**config.mk**
```make
export PLATFORM = sky130hd
export DESIGN_NAME = uart_rx
export DESIGN_NICKNAME = d
export VERILOG_FILES = /design/src/rtl/uart_rx.sv
export SDC_FILE = /design/constraint.sdc
export NUM_CORES = 1
export LEC_CHECK = 0
export ABC_AREA = 0
export CAP_MARGIN = 25
export CORE_MARGIN = 4
export CORE_UTILIZATION = 54
export DETAILED_ROUTE_END_ITERATION = 6
export PLACE_DENSITY_LB_ADDON = 0.15
export SYNTH_ARGS = -nofsm -noshare
export SYNTH_HDL_FRONTEND = slang
export SYNTH_SLANG_ARGS = --single-unit
```
**constraint.sdc**
```tcl
create_clock -name clk -period 1.7 [get_ports clk]
set_input_delay 0.17 -clock clk [delete_from_list [all_inputs] [get_ports clk]]
set_output_delay 0.17 -clock clk [all_outputs]
set_load 0.01 [all_outputs]
```
**src/rtl/uart_rx.sv**
```systemverilog
// 8N1 UART receiver with oversampled mid-bit sampling, 2-FF input synchronizer
// and single-cycle valid/framing-error pulses.
module uart_rx #(
  parameter int OVERSAMPLE = 16
) (
  input  logic       clk,
  input  logic       rst,
  input  logic       rx_en,
  input  logic       RxD,
  output logic [7:0] rx_data,
  output logic       rx_valid,
  output logic       rx_err,
  output logic       rx_busy
);

  localparam int CW = $clog2(OVERSAMPLE);
  localparam logic [CW-1:0] HALF_TC = CW'(OVERSAMPLE / 2 - 1);
  localparam logic [CW-1:0] FULL_TC = CW'(OVERSAMPLE - 1);

  typedef enum logic [2:0] {
    S_IDLE      = 3'd0,
    S_START     = 3'd1,
    S_DATA      = 3'd2,
    S_STOP      = 3'd3,
    S_WAIT_HIGH = 3'd4
  } state_t;

  state_t          r_state;
  logic            r_sync1;
  logic            r_rxd_s;
  logic [CW-1:0]   r_cnt;
  logic [2:0]      r_idx;
  logic [7:0]      r_shift;
  logic [7:0]      r_data;
  logic            r_valid;
  logic            r_err;

  state_t          w_state_nxt;
  logic [CW-1:0]   w_cnt_nxt;
  logic [CW-1:0]   w_cnt_inc;
  logic [2:0]      w_idx_nxt;
  logic [7:0]      w_shift_nxt;
  logic [7:0]      w_data_nxt;
  logic            w_valid_nxt;
  logic            w_err_nxt;

  assign w_cnt_inc = r_cnt + CW'(1);

  always_ff @(posedge clk) begin
    if (rst) begin
      r_sync1 <= 1'b1;
      r_rxd_s <= 1'b1;
      r_state <= S_IDLE;
      r_cnt   <= '0;
      r_idx   <= '0;
      r_shift <= '0;
      r_data  <= '0;
      r_valid <= 1'b0;
      r_err   <= 1'b0;
    end else begin
      r_sync1 <= RxD;
      r_rxd_s <= r_sync1;
      r_state <= w_state_nxt;
      r_cnt   <= w_cnt_nxt;
      r_idx   <= w_idx_nxt;
      r_shift <= w_shift_nxt;
      r_data  <= w_data_nxt;
      r_valid <= w_valid_nxt;
      r_err   <= w_err_nxt;
    end
  end

  // Counter phase is set by the start edge; every later sample lands mid-bit.
  always_comb begin
    w_state_nxt = r_state;
    w_cnt_nxt   = r_cnt;
    w_idx_nxt   = r_idx;
    w_shift_nxt = r_shift;
    w_data_nxt  = r_data;
    w_valid_nxt = 1'b0;
    w_err_nxt   = 1'b0;
    case (r_state)
      S_IDLE: begin
        if (!r_rxd_s) begin
          w_state_nxt = S_START;
          w_cnt_nxt   = '0;
        end
      end
      S_START: begin
        if (rx_en) begin
          if (r_cnt == HALF_TC) begin
            w_cnt_nxt   = '0;
            w_idx_nxt   = '0;
            w_state_nxt = r_rxd_s ? S_IDLE : S_DATA;
          end else begin
            w_cnt_nxt = w_cnt_inc;
          end
        end
      end
      S_DATA: begin
        if (rx_en) begin
          if (r_cnt == FULL_TC) begin
            w_cnt_nxt   = '0;
            w_shift_nxt = {r_rxd_s, r_shift[7:1]};
            w_idx_nxt   = r_idx + 3'd1;
            if (r_idx == 3'd7) w_state_nxt = S_STOP;
          end else begin
            w_cnt_nxt = w_cnt_inc;
          end
        end
      end
      S_STOP: begin
        if (rx_en) begin
          if (r_cnt == FULL_TC) begin
            w_cnt_nxt = '0;
            if (r_rxd_s) begin
              w_data_nxt  = r_shift;
              w_valid_nxt = 1'b1;
              w_state_nxt = S_IDLE;
            end else begin
              w_err_nxt   = 1'b1;
              w_state_nxt = S_WAIT_HIGH;
            end
          end else begin
            w_cnt_nxt = w_cnt_inc;
          end
        end
      end
      S_WAIT_HIGH: begin
        if (r_rxd_s) w_state_nxt = S_IDLE;
      end
      default: begin
        w_state_nxt = S_IDLE;
        w_cnt_nxt   = '0;
        w_idx_nxt   = '0;
      end
    endcase
  end

  assign rx_data  = r_data;
  assign rx_valid = r_valid;
  assign rx_err   = r_err;
  assign rx_busy  = (r_state == S_START) || (r_state == S_DATA) || (r_state == S_STOP);

endmodule

```
-- Word level (Yosys, flattened, before mapping)
Cells that the tools add are included.
- register bits after elaboration: 30
- logic and storage cells: 69
- add/sub/neg operators: 2
- equality and inequality tests: 17
- multiplexer cells: 25
- bitwise gates (word level): 5
- reduce and logical (&&, ||, !) cells: 11
- operators with widths (cell ; number):
    $mux 3 ; 14
    $mux 4 ; 5
    $ne 2x2->1 const B ; 9
    $pmux 4 s4 ; 1
    $pmux 3 s5 ; 1
    $pmux 3 s3 ; 1
    $reduce_and 9->1 ; 1
    $reduce_and 4->1 ; 2
    $eq 3x2->1 const B ; 2
    $eq 3x3->1 const B ; 2
    $not 1->1 ; 5
    $reduce_and 5->1 ; 1
    $add 4x1->4 const B ; 1
    $eq 4x3->1 const B ; 1
    $eq 4x4->1 const B ; 1
    $reduce_or 4->1 ; 1
    $add 3x1->3 const B ; 1
    $eq 3x1->1 const B ; 1
    $logic_not 3->1 ; 1
    $reduce_and 3->1 ; 1
    $reduce_or 3->1 ; 1
    $logic_or 1x1->1 ; 2
    $mux 1 ; 2
    $mux 2 ; 1
    2 further kinds ; 2

-- Logic depth before layout (Yosys ltp)
Gate-level depths: netlist of run 1.
- depth in word-level cells: 5
- gate-level depth with buffers: 6
- depth with buffers taken out: 6

-- Least setup slack after synthesis of run 1
OpenSTA, ideal clock, no wires.
- path kind: register -> register
- from: register r_idx[0]
- to: register r_idx[2]
- setup time: 58 ps
- arrival time: 1399 ps
- required time: 1642 ps
- setup slack: 243 ps
- stages on the path, launching flop included: 7
- path buffers: 0
- clock period less this slack: 1457 ps
- cell sequence: dfxtp_1 -> ha_1 -> ha_1 -> inv_1 -> a31o_2 -> a221oi_1 -> o21a_1
- word-level cells in the longest chain between the ends: 4
- RTL lines (what ; RTL line ; source):
    start: declaration ; 32 ; logic [2:0] r_idx;
    start signal: assignment ; 65 ; r_idx <= w_idx_nxt;
    $add 3x1->3 ; 105 ; w_idx_nxt = r_idx + 3'd1;
    $mux 3 ; 102 ; if (r_cnt == FULL_TC) begin
    $mux 3 ; 101 ; if (rx_en) begin
    $pmux 3 s3 ; 82 ; case (r_state)
No other way between the ends. The select of a mux whose other input is x is not followed.
A chain may end at the register's enable or synchronous reset.

-- Worst setup path in the final report of run 1
- from: register r_cnt[0]
- to: register r_idx[1]
- word-level cells in the longest chain between the ends: 3
- elaborated cells on any way between the ends: 5
- classes of those cells: 4 x eq/ne; 1 x reduce/logical
- RTL lines (what ; RTL line ; source):
    start: declaration ; 31 ; logic [CW-1:0] r_cnt;
    start signal: assignment ; 64 ; r_cnt <= w_cnt_nxt;
    $eq 4x4->1 or $eq 4x3->1 (tied branches) ; 102, 91 ;
    $ne 2x2->1 (no line) ; n/a ;
    $reduce_and 5->1 (no line) * ; n/a ;
Mark *: on every way between the ends. The rest lies on a longest branch, timed or not.

==> results of run 1 <==
[metal layers]
layer	GRT usage	vias to the layer above	wire length (um)
li1	-	544	-
met4	0.1026	0	88
met2	0.2613	15	1176
met3	0.06459	7	94
met1	0.2213	493	1214
met5	0	-	0
[worst max path at each step]
| stage | end | cells after the start | slack [ns] |
|---|---|---|---|
| after floorplan | r_idx[2]$_SDFFE_PP0P_ | 6 | 0.24 |
| after global placement | rx_data[7]$_SDFFE_PP0P_ | 6 | 0.07 |
| after detailed placement | r_idx[1]$_SDFFE_PP0P_ | 5 | -0.01 |
| after CTS | rx_busy | 3 | 0.13 |
| after global routing | r_idx[2]$_SDFFE_PP0P_ | 6 | 0.07 |
| final | r_idx[1]$_SDFFE_PP0P_ | 5 | 0.14 |
[state kept, by name, summed over array words and instances, names as in the netlist]
signal	count
rx_valid	1
rx_err	1
r_rxd_s	1
r_cnt	4
rx_data	8
r_idx	3
r_sync1	1
r_state	3
r_shift	8
[per-stage QoR]
| step | utilization | area, sq um | hold slack [ns] | setup TNS [ns] |
|---|---|---|---|---|
| 2_1_floorplan | - | 1330 | 0.2738 | 0 |
| 6_report | 0.6932 | 1578 | 0.4086 | 0 |
| 5_1_grt | 0.6932 | 1578 | 0.4030 | 0 |
| 4_1_cts | 0.6932 | 1578 | 0.3893 | 0 |
| 3_3_place_gp | 0.6636 | 1510 | 0.4001 | 0 |
| 3_5_place_dp | 0.6636 | 1510 | 0.4047 | -0.01674 |
[cells in the final DEF, fill, tap and decap left out, types with 2 or more instances in the layout]
master,count
o21ai_0,6
clkbuf_4,5
nor3_1,3
and2b_1,2
a21oi_1,8
dfxtp_1,28
inv_1,3
nand2_1,6
or2_2,3
mux2i_1,16
clkdlybuf4s50_1,13
nand3_1,3
nand3b_1,2
nor3b_1,2
nor2_1,25
nand4_1,2
nor2b_1,2
buf_4,8
and2_1,2
ha_1,3
o21a_1,2
a221oi_1,2
[worst reg2reg max path, stage by stage (launching register included)]
cell and delay [ns]:
dfxtp_1 0.38, ha_1 0.23, and3_1 0.26, o21ai_0 0.17, o21a_1 0.21, a221oi_1 0.24
[area by class of cell]
type	count	area, sq um	area share
multi-input combinational	101	663.1	0.4203
sequential	30	605.6	0.3838
timing repair buffer	22	198.9	0.1261
clock buffer	6	51.30	0.03251
tap	28	35.03	0.02220
clock inverter	2	12.51	0.007930
inverter	3	11.26	0.007137
[cells by family after synthesis]
kind of cell | count (synthesis) | synth area share
flops | 30 | 0.4516
compound gates | 25 | 0.1336
buf+inv | 13 | 0.04986
mux | 16 | 0.1204
simple gates | 56 | 0.2098
xor+xnor | 1 | 0.006586
fa+ha+maj | 3 | 0.02823
[power groups by stage]
stage                     logic [mW]  registers, mW  clock network [mW]
after floorplan                0.116          0.739                   0
after global placement         0.140          0.754                   0
after detailed placement       0.146          0.755                   0
after CTS                      0.144          0.740               0.478
after global routing           0.157          0.744               0.519
final                          0.145          0.740               0.458
==> out/qor.yml, run 1 <==
status:
  status: "complete, no violations"
finish:
  nNetsFinal: 170
  diodes: 0
  nFillCells: 194
  finalNonFillerCells: 192
  drive_gt1_frac: 0.1463
  area_growth_pct: 18.63
place:
  dp_slack_ns: -0.01326
  gp_congestion: 0.9269
  hpwl_um: 1837
  portBuffers: 14
  dp_cells: 184
grt:
  gr-total-overflow: 0
  grt_pass1_vias: 1019
  grt_pass1_wl_um: 4471
  grt_max_degree: 23
  antenna_found_initial: 0
  grt_usage: 0.1771
clock_network:
  cts_resized: 4
  cts_root_buf: "clkbuf_4"
  cts_htree_levels: 2
  cts_post_setup_buffers_inserted: 0
  cts.reportedPaths.clkPinSlew_ns: 0.10
  clock_path_buffers: 2
  hold_buffers: 0
  cts_buffers: 5
  cts_tree: "built"
  clk-insertion-delay-late_ns: 0.34
  cts.sinks: 30
critical_path:
  crit_buf_inv: 0
  cp-end-kind: "flip-flop"
  required_ns: 1.94
  crit_path_start: "r_cnt[0]$_SDFFE_PP0P_"
  r2r_start: "r_cnt[0]$_SDFFE_PP0P_"
  cp_max_fo: 5
  rr_endpoint: "r_idx[1]$_SDFFE_PP0P_"
  worst_path_max_delay_cell: "dfxtp_1"
  max_stage_delay_ns: 0.38
  critical_path.cell_chain: "ha_1, and3_1, o21ai_0, o21a_1, a221oi_1"
  critPathKind: "reg2reg"
  critPathTopFamily: "compound AO/OA/AOI/OAI gates"
  cp.arrival_ns: 1.80
  critPathLaunchType: "flip-flop"
  reg2regPathDepth: 5
  r2r_slack_ns: 0.14
routing:
  drt_iter0_drc: 22
  drt-total-wl_um: 2574
  first_pass_iters: 4
  drcViolationCount: 0
  wl_per_cell_um: 13.41
  viasPerCell: 5.516
  ant_nets: 0
  num_vias: 1059
synthesis:
  yosysSeqAreaShare: 0.4516
  synth_top_cell_by_area: "dfxtp_1"
  yosysWarnings: 0
  synth_top_area_share: 0.4516
  netlist_instances: 144
  syn_nets: 151
  ys_types: 35
  syn_avg_cell_area_sq_um: 9.236
  synth_seq_cells: 30
  synth_edf_count: 0
  yosys-top-cells-count: "dfxtp_1, nor2_1, mux2i_1"
  synth.area.top_cells: "dfxtp_1, mux2i_1, nor2_1"
  synth_ff_type: "dfxtp_1"
  yosysMostFrequentCell: "dfxtp_1"
  netlist_area_sq_mm: 0.001330
  async_flop_share: 0
sta:
  fin_crit_sh: 0.9197
  worst_slack_ns: 0.1365
  relSlewSlack: 0.7862
  hold_viol: 0
  max_freq_mhz: 639.6
  period_minus_slack_ns: 1.564
  rsz0062_at_grt: "no"
  clock_skew_ns: 0.01356
  worstMarginPinSlew_ns: 0.3174
  maxSlewViolCount: 0
  setup_viol: 0
min_path:
  min_from: "RxD"
  min_path_type: "in2reg"
  holdPathEnd: "r_sync1$_SDFF_PP1_"
  hold_depth: 2
power:
  total_power_mw: 1.343
  irDropWorstVdd_uv: 673.6
  clockPowerShare: 0.341
  p_per_area_mw_per_mm2: 851.2
  p_leak_nw: 0.7168
  p_sw_mw: 0.3612
  p_sw_frac: 0.2689
  seqPwrFrac: 0.551
  p_comb_frac: 0.108
  intPower_mw: 0.9818
floorplan:
  initial_core_util: 0.5844
  rows: 17
  num_io_pins: 15
  die_area_sq_mm: 0.003321
  die_y_um: 57.63
  design.core.area_sq_mm: 0.002276
  die_w_um: 57.63
run:
  cap_violations: 0
Power figures use the tool's default switching activity.
==> run 2, diff against run 1 <==
--- a/config.mk
+++ b/config.mk
@@ -5,10 +5,11 @@
 export SDC_FILE = /design/constraint.sdc
 export NUM_CORES = 1
 export LEC_CHECK = 0
-export ABC_AREA = 0
+export ABC_AREA = 1
 export CAP_MARGIN = 25
 export CORE_MARGIN = 4
 export CORE_UTILIZATION = 54
+export CTS_CLUSTER_DIAMETER = 30
 export DETAILED_ROUTE_END_ITERATION = 6
 export PLACE_DENSITY_LB_ADDON = 0.15
 export SYNTH_ARGS = -nofsm -noshare
==> run 2 against run 1 <==
  * Sequential cell count unchanged
  * Count of clock-buffer cells in the layout down 1
  * Critical path depth grew 1
  * Worst hold slack improved by 0.0099 ns
  * Non-clock buffer count shrank 3
  * Largest power group is now combinational logic
  * Highest routed layer unchanged
==> out/qor.yml, run 2 <==
synthesis:
  synth_ff_type: "dfxtp_1"
  synth_edf_count: 0
  netlist_instances: 188
  synth_top_area_share: 0.4424
  yosysSeqAreaShare: 0.4424
  yosysMostFrequentCell: "nor2_1"
  synth.area.top_cells: "dfxtp_1, nor2_1, nand2_1"
  syn_avg_cell_area_sq_um: 7.221
  ys_types: 24
  yosysWarnings: 0
  syn_nets: 195
  async_flop_share: 0
  yosys-top-cells-count: "nor2_1, dfxtp_1, nand2_1"
  synth_top_cell_by_area: "dfxtp_1"
  synth_seq_cells: 30
  netlist_area_sq_mm: 0.001358
power:
  p_sw_frac: 0.3897
  p_sw_mw: 0.9035
  clockPowerShare: 0.241
  p_comb_frac: 0.380
  p_per_area_mw_per_mm2: 1439
  seqPwrFrac: 0.379
  p_leak_nw: 0.7151
  total_power_mw: 2.319
  irDropWorstVdd_uv: 1278
  intPower_mw: 1.415
min_path:
  min_path_type: "in2reg"
  min_from: "RxD"
finish:
  diodes: 0
  final_common_cell: "nor2_1"
  drive_gt1_frac: 0.1374
  final_cell_mix: "nor2_1, nand2_1, dfxtp_1, o21ai_0"
  nFillCells: 194
  multi_input_comb_area_sq_um: 656.9
  nNetsFinal: 217
  regArea_sq_um: 603.1
  area_growth_pct: 18.71
sta:
  maxSlewViolCount: 0
  rsz0062_at_grt: "no"
  fin_setup_tns_ns: 0
  relSlewSlack: 0.7644
  clock_skew_ns: 0.01045
  hold_viol: 0
  max_freq_mhz: 655.8
  fin_crit_sh: 0.8970
  period_minus_slack_ns: 1.525
  setup_viol: 0
  worstMarginPinSlew_ns: 0.3529
critical_path:
  cp.arrival_ns: 1.74
  crit_buf_inv: 0
  cp_max_fo: 10
  required_ns: 1.92
  max_stage_delay_ns: 0.39
  critPathLaunchType: "flip-flop"
  critPathTopFamily: "simple AND/OR/NAND/NOR gates"
  crit_path_start: "r_cnt[0]$_SDFFE_PP0P_"
  cp-end-kind: "flip-flop"
  r2r_start: "r_cnt[0]$_SDFFE_PP0P_"
  critical_path.cell_chain: "ha_1, nand3_2, nor2_2, nand3_4, o21ai_0, nor2_1"
  worst_path_max_delay_cell: "dfxtp_1"
  critPathKind: "reg2reg"
place:
  hpwl_um: 2052
  gp_congestion: 0.8406
  portBuffers: 14
floorplan:
  initial_core_util: 0.5910
  design.core.area_sq_mm: 0.002297
  die_area_sq_mm: 0.003380
  num_io_pins: 15
  die_y_um: 58.14
  die_w_um: 58.14
  rows: 17
clock_network:
  cts_tree: "built"
  clock_path_buffers: 2
  cts.reportedPaths.clkPinSlew_ns: 0.09
  cts_htree_levels: 2
  clk-insertion-delay-late_ns: 0.33
  cts_post_setup_buffers_inserted: 0
  cts_buffers: 5
  cts.sinks: 30
  cts_root_buf: "clkbuf_4"
routing:
  wl_per_cell_um: 11.77
  drcViolationCount: 0
  num_vias: 1228
  drt_iter0_drc: 28
  drt-total-wl_um: 2814
  viasPerCell: 5.138
  first_pass_iters: 4
  ant_nets: 0
grt:
  grt_pass1_wl_um: 4830
  grt_usage: 0.1849
  grt_max_degree: 19
  grt_pass1_vias: 1125
  antenna_found_initial: 0
  gr-total-overflow: 0
run:
  cap_violations: 0
status:
  status: "complete, no violations"
run 2: changes by cell type after synthesis, sizes merged, moves of 4 or more:
cell,previous run,this run
nor2,25,57
nand2,6,31
mux2i,16,0
o21ai,6,19
inv,3,14
nand3,3,13
buf,7,3
run 2: final timing paths:
check	to	slack (ns)	cells past startpoint
max	rx_data[1]$_SDFFE_PP0P_	0.18	6
min	r_sync1$_SDFF_PP1_	0.42	2
max reg2reg	rx_data[1]$_SDFFE_PP0P_	0.18	6
min reg2reg	r_rxd_s$_SDFF_PP1_	0.45	1
run 2: metrics by stage:
step,utilization,std cells,setup slack (ns),hold slack (ns),cell area (sq um)
floorplan,-,188,0.3898,0.2391,1358
global placement,0.6672,231,0.2205,0.4146,1533
detailed placement,0.6672,231,0.1839,0.4141,1533
CTS,0.7015,239,0.1686,0.4092,1612
global route,0.7015,239,0.02101,0.4293,1612
finish,0.7015,239,0.1752,0.4184,1612
run 2: area by class of cell:
class / instances / area share
inverter: 16 / 0.03882
timing repair buffer: 19 / 0.1095
sequential: 30 / 0.3742
multi-input combinational: 138 / 0.4076
tap: 28 / 0.02174
clock inverter: 3 / 0.02484
clock buffer: 5 / 0.02329
run 2: cell families after synthesis:
family                   share of synthesized area
XOR/XNOR                                  0.006453
adder cells (fa/ha/maj)                    0.02765
buffers and inverters                      0.07373
AO/OA/AOI/OAI                              0.09954
AND/OR/NAND/NOR                             0.3502
flip-flops                                  0.4424
run 2: power groups by stage:
stage                     clock network, mW  logic (mW)  registers (mW)
final                                 0.558       0.881           0.880
after global routing                  0.591        1.00           0.893
after CTS                             0.570       0.870           0.879
after detailed placement                  0       0.881           0.889
after global placement                    0       0.846           0.885
after floorplan                           0       0.732           0.841
run 2: worst register-to-register path: stages (launching register included):
cell and delay (ns):
dfxtp_1 0.39, ha_1 0.23, nand3_2 0.16, nor2_2 0.20, nand3_4 0.14, o21ai_0 0.23
nor2_1 0.06
run 2: metal layers:
layer	vias to the layer above	GRT usage	wire, um
li1	644	-	-
met1	533	0.2446	1380
met2	42	0.2774	1203
met3	9	0.04900	173
met4	0	0.08940	57
met5	-	0	0
run 2: repair_timing:
action	in CTS	in global routing
hold endpoints to repair	0	0
resized for setup	3	1
hold buffers	0	0
setup endpoints to repair	1	1
==> RTL edit, RTL diff (settings of run 2) <==
`OVERSAMPLE`: 16 -> 32.
--- a/src/rtl/uart_rx.sv
+++ b/src/rtl/uart_rx.sv
@@ -2,5 +2,5 @@
 // and single-cycle valid/framing-error pulses.
 module uart_rx #(
-  parameter int OVERSAMPLE = 16
+  parameter int OVERSAMPLE = 32
 ) (
   input  logic       clk,
Behaviour: no difference found for any inputs over 10 cycles, from zero or initial values and one cycle with rst high; that may be too few to reach the edited logic, so the function may still have changed.
==> RTL edit against run 2 <==
Design area grew 11%. Clock skew grew 0.93 ps. Die area rose by 9.3%. Via count increased by 6.7%. Setup slack got worse by 66 ps. Critical endpoint is now r_state[0]. Routed wire length increased by 12%. Sequential cell count up 1. Utilization is 0.66 points lower. Power is 13% higher. Synthesized area rose by 11%. Sequential share of layout area decreased by 2.2 points. Synthesized cell count is 4.8% higher.
==> RTL edit: results (changes against run 2) <==
- The antenna diode count is 0 (unchanged).
- The cell count of the worst hold path is 2 (unchanged).
- The number of nets produced by synthesis is 207 (+6.2%).
- The met2 wire length is 1500 um (+25%).
- The net total in the final layout is 230 (+6.0%).
- The routability-driven placement congestion ratio is 0.904 (+7.5%).
- The gate count after technology mapping came to 197 (+4.8%).
- The flow ran to the end, and the final reports show no timing, DRC or antenna violations.
- The length of routed met3 wiring came to 208 um (+20%).
- The wire length of the first global-routing pass is 5020 um (+4.0%).
- The critical path arrival was 1840 ps (+100 ps).
- The highest net fanout along the worst path is 6 (-4).
- The detailed-route wire length on metal 1 is 1360 um (-1.3%).
- The register area is 628 um2 (+4.1%).
- The H-tree level count is 2 (unchanged).
- The final hold slack is 396 ps (-22.4 ps).
- The ratio of routed vias to standard cells was 5.24 (+2.0%).
- The count of cell instances traversed by the critical path was 11 (+5).
- The global-route track usage on met2 came to 30.4% (+2.6 points).
- On the critical path the largest part of the delay comes from simple AND/OR/NAND/NOR gates.
- The pin count of the biggest net entering global routing is 23 (+4).
- The commonest cells after synthesis are nor2_1 (32), dfxtp_1 (31), nand2_1 (30), inv_1 (22), o21ai_0 (15).
- The post-placement cell area is 1690 um2 (+10%).
- The number of cells in the finished layout apart from fillers is 250 (+4.6%).
- The setup slack at placement is -20.4 ps (-204 ps).
- The fraction of final layout cells sized beyond drive strength 1 is 21.8% (+8.1 points).
- The deepest clock path buffer count is 2 (unchanged).
- The post-synthesis cell type count was 28 (+17%).
- The global routing usage on met1 is 22.0% (-2.4 points).
- Among all stages on the critical path, the largest delay is contributed by dfxtp_4.
- The cell leakage power is 0.737 nW (+3.0%).
- The instance count after placement with tap cells included was 243 (+5.2%).
- The total detailed-routing wirelength is 3140 um (+12%).
- The share of synthesized area occupied by flip-flops and latches is 41.3% (-3.0 points).
- The endpoint identified for the worst register-to-register timing path is r_state[0].
- The half-perimeter wire length after detailed placement is 2260 um (+10%).
- The flop-to-flop setup slack came to 110 ps (-70 ps).
- The overall global routing resource usage is 18.8% (+0.34 points).
- The launch point of the worst reg-to-reg path is r_cnt[0].
- The peak supply drop is 1.34 mV (+5.0%).
- The relative max-transition margin came to 63.2% (-13 points).
- The filler cell count came to 235 (+21%).
- The number of global-route vias before repair is 1179 (+4.8%).
- The met3 track utilization from global routing came to 7.02% (+2.1 points).
- The starting DRC count in detailed routing came to 66 (+140%).
- The final clock skew is 11.4 ps (+0.935 ps).
-- RTL edit: cell count changes after synthesis, sizes merged, moves of 2 or more --
cell and delta:
inv +13, ha +3, nor2 -16, nand3 -2
nand4 +3, nand2 +3, a21oi +5
-- RTL edit: cell families (layout without fill, tap and decap cells) --
kind of cell	count (synthesis)	after routing	share of synthesized area, %
buffers and inverters	32	55	9.48
flip-flops	31	31	41.3
AO/OA/AOI/OAI	33	33	11.3
XOR/XNOR	1	1	0.582
AND/OR/NAND/NOR	94	94	32.4
adder cells (fa/ha/maj)	6	6	4.99
-- RTL edit: area by class of cell --
type                            count  area share, %
Multi-Input combinational cell    134           43.2
Sequential cell                    31           35.2
Timing Repair Buffer               20           10.3
Inverter                           28           6.03
Clock buffer                        6           2.88
Tap cell                           30           2.10
Clock inverter                      1          0.281
-- RTL edit: worst register-to-register path, stage by stage (launching register included) --
cell     delay, ps
dfxtp_4        380
ha_4           150
nand3_2        100
inv_2           80
ha_1           130
inv_1           40
nand3_2        130
nand2_2        110
nor2_4         130
nand2_2         90
nor2_1         120
nor2_2          50
-- RTL edit: worst max-delay path by stage --
stage / endpoint / slack [ps]
floorplan: r_state[0] / 0.07
global placement: r_state[1] / 60
detailed placement: r_state[0] / -20
CTS: r_state[0] / 4
global route: r_state[0] / -10
finish: r_state[0] / 110
-- RTL edit: report_power, final --
part	switching, mW	internal (mW)
Combinational	0.758	0.442
Sequential	0.132	0.842
Clock	0.249	0.191
Total	1.14	1.48
-- RTL edit: timing repair --
item	CTS	global route
endpoints found under the hold margin	0	0
setup endpoints to repair	3	21
resized for setup	5	10
pin swaps	0	0
